===== config.mk =====
export PLATFORM = sky130hd
export DESIGN_NAME = any1_rob
export DESIGN_NICKNAME = d
export VERILOG_FILES = /design/src/rtl/any1_pkg.sv /design/src/rtl/any1_rob.sv
export SDC_FILE = /design/constraint.sdc
export NUM_CORES = 2
export LEC_CHECK = 0
export CORE_ASPECT_RATIO = 0.6
export CORE_MARGIN = 3
export CORE_UTILIZATION = 60
export CTS_BUF_LIST = sky130_fd_sc_hd__clkbuf_8
export DETAILED_ROUTE_END_ITERATION = 6
export PLACE_DENSITY = 0.75
export SLEW_MARGIN = 20
export SYNTH_ARGS = -nofsm -noshare
export SYNTH_HDL_FRONTEND = slang
export SYNTH_SLANG_ARGS = --single-unit
export TNS_END_PERCENT = 5

===== constraint.sdc =====
create_clock -name clk_i -period 12.7 [get_ports clk_i]
set_clock_uncertainty 0.15 [all_clocks]
set_input_delay 3.81 -clock clk_i [delete_from_list [all_inputs] [get_ports clk_i]]
set_output_delay 3.81 -clock clk_i [all_outputs]
set_load 0.01 [all_outputs]

===== src/rtl/any1_pkg.sv =====
// Shared types for the any1 core: execute-stage result bundle, reorder-buffer entry and fault codes.
package any1_pkg;

   parameter int AWID        = 32;
   parameter int ROB_ENTRIES = 16;

   typedef logic [3:0] RobId;

   localparam logic [15:0] FLT_NONE  = 16'h0000;
   localparam logic [15:0] FLT_UNIMP = 16'h0037;

   typedef struct packed {
      logic [5:0]  epoch;
      RobId        rid;
      logic [63:0] res;
      logic        rfwr;
      logic [7:0]  Rt;
   } sExecuteOut;

   typedef struct packed {
      logic            v;
      logic            cmt;
      logic [AWID-1:0] ip;
      logic            rfwr;
      logic [7:0]      Rt;
      logic [63:0]     res;
      logic            ii;
      logic [15:0]     cause;
      logic            jump;
      logic [63:0]     jump_tgt;
      logic            branch;
      logic            takb;
   } sReorderEntry;

endpackage


===== src/rtl/any1_rob.sv =====
// Reorder buffer: in-order allocate from decode, out-of-order writeback by rid,
// in-order retire of one entry per cycle with fault-triggered flush.
module any1_rob
   import any1_pkg::*;
(
   input  logic             clk_i,
   input  logic             rst_ni,
   input  logic             flush_i,
   input  logic [5:0]       epoch_i,
   input  logic             alloc_v_i,
   input  logic [AWID-1:0]  alloc_ip_i,
   input  logic             alloc_rfwr_i,
   input  logic [7:0]       alloc_Rt_i,
   output logic             alloc_rdy_o,
   output logic [3:0]       alloc_rid_o,
   input  logic             wb_v_i,
   input  sExecuteOut       wb_i,
   input  logic             wb_ii_i,
   input  logic [15:0]      wb_cause_i,
   input  logic             wb_jump_i,
   input  logic             wb_branch_i,
   input  logic             wb_takb_i,
   input  logic [63:0]      wb_jump_tgt_i,
   output logic             cmt_v_o,
   output logic [3:0]       cmt_rid_o,
   output logic [AWID-1:0]  cmt_ip_o,
   output logic             rf_we_o,
   output logic [7:0]       rf_Rt_o,
   output logic [63:0]      rf_res_o,
   output logic             exc_o,
   output logic [15:0]      exc_cause_o,
   output logic [4:0]       count_o,
   output logic             empty_o,
   output logic             full_o
);

   sReorderEntry entry_reg [ROB_ENTRIES];
   RobId         head_reg;
   RobId         tail_reg;
   logic [4:0]   count_reg;

   sReorderEntry head_ent;
   logic         full;
   logic         do_alloc;
   logic         do_commit;
   logic         commit_fault;
   logic         clear_all;
   logic         wb_ok;

   assign head_ent     = entry_reg[head_reg];
   assign full         = (count_reg == 5'(ROB_ENTRIES));
   assign do_alloc     = alloc_v_i & ~full;
   assign do_commit    = head_ent.v & head_ent.cmt;
   assign commit_fault = do_commit & (head_ent.ii | (head_ent.cause != FLT_NONE));
   assign clear_all    = flush_i | commit_fault;
   // Stale-epoch, duplicate and unallocated writebacks all fall out here.
   assign wb_ok        = wb_v_i & entry_reg[wb_i.rid].v & ~entry_reg[wb_i.rid].cmt
                         & (wb_i.epoch == epoch_i);

   assign count_o     = count_reg;
   assign empty_o     = (count_reg == 5'd0);
   assign full_o      = full;
   assign alloc_rdy_o = ~full;
   assign alloc_rid_o = tail_reg;

   // Control-flow fields are carried for downstream consumers; the register target and
   // write-enable come from the allocation, not from the writeback.
   logic unused_fields;
   assign unused_fields = &{1'b0, wb_i.rfwr, wb_i.Rt, head_ent.jump, head_ent.jump_tgt,
                            head_ent.branch, head_ent.takb};

   always_ff @(posedge clk_i or negedge rst_ni) begin
      if (!rst_ni) begin
         head_reg  <= '0;
         tail_reg  <= '0;
         count_reg <= '0;
      end else if (clear_all) begin
         head_reg  <= '0;
         tail_reg  <= '0;
         count_reg <= '0;
      end else begin
         if (do_alloc)
            tail_reg <= tail_reg + 4'd1;
         if (do_commit)
            head_reg <= head_reg + 4'd1;
         count_reg <= count_reg + 5'(do_alloc) - 5'(do_commit);
      end
   end

   // Alloc (tail), writeback (allocated, uncommitted) and retire (head, committed) never
   // touch the same slot on one edge, so their writes are independent.
   always_ff @(posedge clk_i or negedge rst_ni) begin
      if (!rst_ni) begin
         for (int i = 0; i < ROB_ENTRIES; i++)
            entry_reg[i] <= '0;
      end else if (clear_all) begin
         for (int i = 0; i < ROB_ENTRIES; i++) begin
            entry_reg[i].v   <= 1'b0;
            entry_reg[i].cmt <= 1'b0;
         end
      end else begin
         if (do_alloc) begin
            entry_reg[tail_reg].v     <= 1'b1;
            entry_reg[tail_reg].cmt   <= 1'b0;
            entry_reg[tail_reg].ip    <= alloc_ip_i;
            entry_reg[tail_reg].rfwr  <= alloc_rfwr_i;
            entry_reg[tail_reg].Rt    <= alloc_Rt_i;
            entry_reg[tail_reg].ii    <= 1'b0;
            entry_reg[tail_reg].cause <= FLT_NONE;
         end
         if (wb_ok) begin
            entry_reg[wb_i.rid].cmt      <= 1'b1;
            entry_reg[wb_i.rid].res      <= wb_i.res;
            entry_reg[wb_i.rid].ii       <= wb_ii_i;
            entry_reg[wb_i.rid].cause    <= wb_cause_i;
            entry_reg[wb_i.rid].jump     <= wb_jump_i;
            entry_reg[wb_i.rid].jump_tgt <= wb_jump_tgt_i;
            entry_reg[wb_i.rid].branch   <= wb_branch_i;
            entry_reg[wb_i.rid].takb     <= wb_takb_i;
         end
         if (do_commit)
            entry_reg[head_reg].v <= 1'b0;
      end
   end

   always_ff @(posedge clk_i or negedge rst_ni) begin
      if (!rst_ni) begin
         cmt_v_o     <= 1'b0;
         cmt_rid_o   <= '0;
         cmt_ip_o    <= '0;
         rf_we_o     <= 1'b0;
         rf_Rt_o     <= '0;
         rf_res_o    <= '0;
         exc_o       <= 1'b0;
         exc_cause_o <= '0;
      end else if (flush_i) begin
         cmt_v_o     <= 1'b0;
         cmt_rid_o   <= '0;
         cmt_ip_o    <= '0;
         rf_we_o     <= 1'b0;
         rf_Rt_o     <= '0;
         rf_res_o    <= '0;
         exc_o       <= 1'b0;
         exc_cause_o <= '0;
      end else begin
         cmt_v_o     <= do_commit;
         rf_we_o     <= do_commit & head_ent.rfwr & ~commit_fault;
         exc_o       <= commit_fault;
         exc_cause_o <= commit_fault ? (head_ent.ii ? FLT_UNIMP : head_ent.cause) : FLT_NONE;
         if (do_commit) begin
            cmt_rid_o <= head_reg;
            cmt_ip_o  <= head_ent.ip;
            rf_Rt_o   <= head_ent.Rt;
            rf_res_o  <= head_ent.res;
         end
      end
   end

endmodule


==> summary.md <==
| Metric | Value |
|---|---|
| Status | completed |
| Setup WS pre-CTS | 3.52 ns |
| #FFs+latches synth | roughly 2100 |
| Pins Over Slew Limit | 0 |
| CP arrival | 9.04 ns |
| Synth Instances | around 9400 |
| Port buffer count | 281 |
| Max Clk Rate | 0.119 GHz |
| First-pass GRT wire length | 601000 um |
| Clock Sinks | 2124 |
| Fillers | 12970 |
| Worst EP required | approximately 13 ns |
| Setup violators final | 0 |
| Setup crit start kind | input port |
| CP dominant cell by count | buf_4 |
| Peak supply drop | 68.4 uV |
| H-tree depth | 5 |
| Footprint of the multi-input gates | 50400 sq um |
| Relative slew slack | 7.77% |
| FF+latch area | 53200 sq um |
| Setup TNS | 0 ns |
| Critical path cell sequence | clkdlybuf4s50_1, inv_1, mux4_2, o32a_1, or2_2, nor2_1, a31oi_4, buf_4, buf_4, o31ai_1 |
| DIE HEIGHT | 336 um |
| Setup Crit Path Kind | input port to register |
| Syn Area/Cell | 11.5 sq um |
| Setup crit end kind | register |
| CP max FO | 45 |
| Drc violations | 0 |
| Routed Antenna Nets | 0 |
| Vias/cell | 8.11 |
| Final worst slack | 4.28 ns |
| Tmin final | 8.42 ns |
| Commonest non-fill, non-tap cells in the layout | dfrtp_1, o211ai_1, o31ai_1 |
| WL/cell | 35.1 um |
| # rows | 120 |
| Initial antenna violation count | 10 |
| Final instance area | roughly 120000 sq um |
| CTS clk-pin slew, worst paths | 0.06 ns |
| Largest net degree at the start of global routing | 270 |
| Post-synthesis async set-or-reset flop share | 100% |
| Netlist Area Pre-Place | 109000 sq um |
| Total GRT Usage | 42.2% |
| Layout cells sized above 1 | approximately 16% |
| Max stage delay on crit path | 0.97 ns |
| Final core occ | 65.9% |
| GP Congestion | around 0.89 |
| Ys flop type | dfrtp_1 |
| PD cells | 121 nW/um^2 |
| Die width | 556 um |
| Vias | 93160 |
| Iter 0 DRT Violations | 16705 |
| Net Count, Synth | roughly 9700 |
| NumNets Final | 9101 |
| DRT Pass-1 Iters | 7 |
| RSZ-0062 raised after global routing | no |
| Ys Warns | 0 |
| Sequential area share after synthesis | around 50% |
| HPWL after DPL | 202000 um |
| CP max-delay cell | clkdlybuf4s50_1 |
| GRT overflow | 0 |
| Initial Utilization | 60.7% |
| Post-synth EDFFs | 0 |
| Ports | 358 |
| Worst Hold Class | register to register |
| Num CTS Buffers | about 320 |
| Pleak | around 48 nW |
| Vias in the first global route | roughly 94000 |
| Part of the cycle the worst path needs | 66.3% |
| PostCTS Resize Cnt | 0 |
| Placed inst area | 112000 sq um |
| Layout area overhead | 8.61% |
| Clk Latency, worst-skew pair | 0.97 ns |
| Max_cap viols | 0 |
| Drt total wl | 403000 um |
| Die footprint | 187000 sq um |
| CTS tree | built |
| Overall power | 14.3 mW |
| Hold Fails Final Rpt | 0 |
| Core box area | ~180000 sq um |
| Clk buf depth | 4 |
| Worst-Margin Slew | 1.38 ns |
| Hold_buf cts | 0 |
| Most common cell after layout, fill and taps aside | dfrtp_1 |
| Post-CTS Setup Inserts | 0 |
| Cell variety after synth | between 60 and 70 |
| CTS root buffer | clkbuf_8 |
-- cell type report --
class / count / share of cell area, %
flip-flops and latches: 2124 / 44.9
clock inverters: 142 / 0.701
multi-input cells: 5803 / 42.6
inverters: 130 / 0.427
well taps: 2379 / 2.52
diodes: 8 / 0.0169
repair buffers: 489 / 4.00
clock buffers: 416 / 4.84
-- cell usage after synthesis, drive strengths merged, types with 6 or more instances --
| cell | number | area share, % |
|---|---|---|
| dfrtp | 2124 | 49 |
| o211ai | 1280 | 8.8 |
| clkbuf | 1166 | 4.0 |
| o31ai | 1031 | 7.1 |
| o21ai | 637 | 2.9 |
| mux4 | 599 | 12 |
| o41ai | 533 | 4.4 |
| nor2b | 452 | 2.6 |
| nand2 | 379 | 1.3 |
| buf | 210 | 0.94 |
| a21oi | 132 | 0.61 |
| inv | 129 | 0.45 |
| o32ai | 123 | 0.99 |
| o21bai | 102 | 0.70 |
| o221a | 102 | 1.1 |
| nand4 | 67 | 0.63 |
| nor2 | 65 | 0.23 |
| nor3 | 61 | 0.28 |
| nand3 | 54 | 0.26 |
| and2 | 20 | 0.11 |
| a22o | 19 | 0.15 |
| a31oi | 17 | 0.13 |
| ha | 14 | 0.16 |
| nor4 | 14 | 0.18 |
| xnor2 | 11 | 0.088 |
| nand2b | 10 | 0.057 |
| a22oi | 8 | 0.055 |
| a211oi | 7 | 0.048 |
| a221oi | 7 | 0.073 |
| and3 | 7 | 0.040 |
| mux2i | 6 | 0.067 |
| o22ai | 6 | 0.034 |
| or4 | 6 | 0.041 |
-- routing by layer --
metal	vias up	global-route usage, %	share of wire [%]
li1	36361	-	-
met1	46616	57.3	36
met2	8513	57.1	41
met3	1662	19.9	18
met4	8	20.5	5.3
met5	-	1.32	0.065
-- cell families (layout without fill, tap and decap cells) --
| logic type | count (synthesis) | after routing | share of synthesized area (%) |
|---|---|---|---|
| adder cells (fa/ha/maj) | 15 | 15 | 0.179 |
| multiplexers | 609 | 609 | 12.5 |
| XOR/XNOR | 14 | 14 | 0.113 |
| other | 0 | 8 | 0 |
| flip-flops | 2124 | 2124 | 48.8 |
| buffers and inverters | 1506 | 1177 | 5.41 |
| AND/OR/NAND/NOR | 1148 | 1148 | 5.82 |
| AO/OA/AOI/OAI | 4017 | 4017 | 27.2 |
-- report_power, final --
group	switching, mW	total (mW)	internal [mW]
Clock	2.85	5.92	3.08
Combinational	0.782	1.24	0.454
Sequential	0.152	7.18	7.03
Total	3.78	14.3	10.6
-- worst paths after layout --
check / start / end / slack, ns / cells past startpoint
hold reg to reg: rf_res_o[29] / rf_res_o[29] / 0.37 / 2
min in group asynchronous: rst_ni / async pin / 2.67 / 1
setup / recovery: wb_i[76] / register / 4.28 / 10
max in group asynchronous: rst_ni / async pin / 7.21 / 3
setup reg to reg: head_reg[1] / register / 4.68 / 12
hold / removal: rf_res_o[29] / rf_res_o[29] / 0.37 / 2
-- per-stage QoR --
step,hold WS [ns],instances
finish,0.368,11491
global route,0.382,11489
CTS,0.370,11478
detailed placement,0.352,10920
global placement,0.344,10920
floorplan,0.328,9433
-- worst max-delay path, delay by kind of cell --
kind	cells	cell delay (ns)
buffers and inverters	4	2.72
AOI/OAI and AO/OA	3	1.55
muxes	1	0.46
and+or+nand+nor	2	0.42
Power figures use the tool's default switching activity.
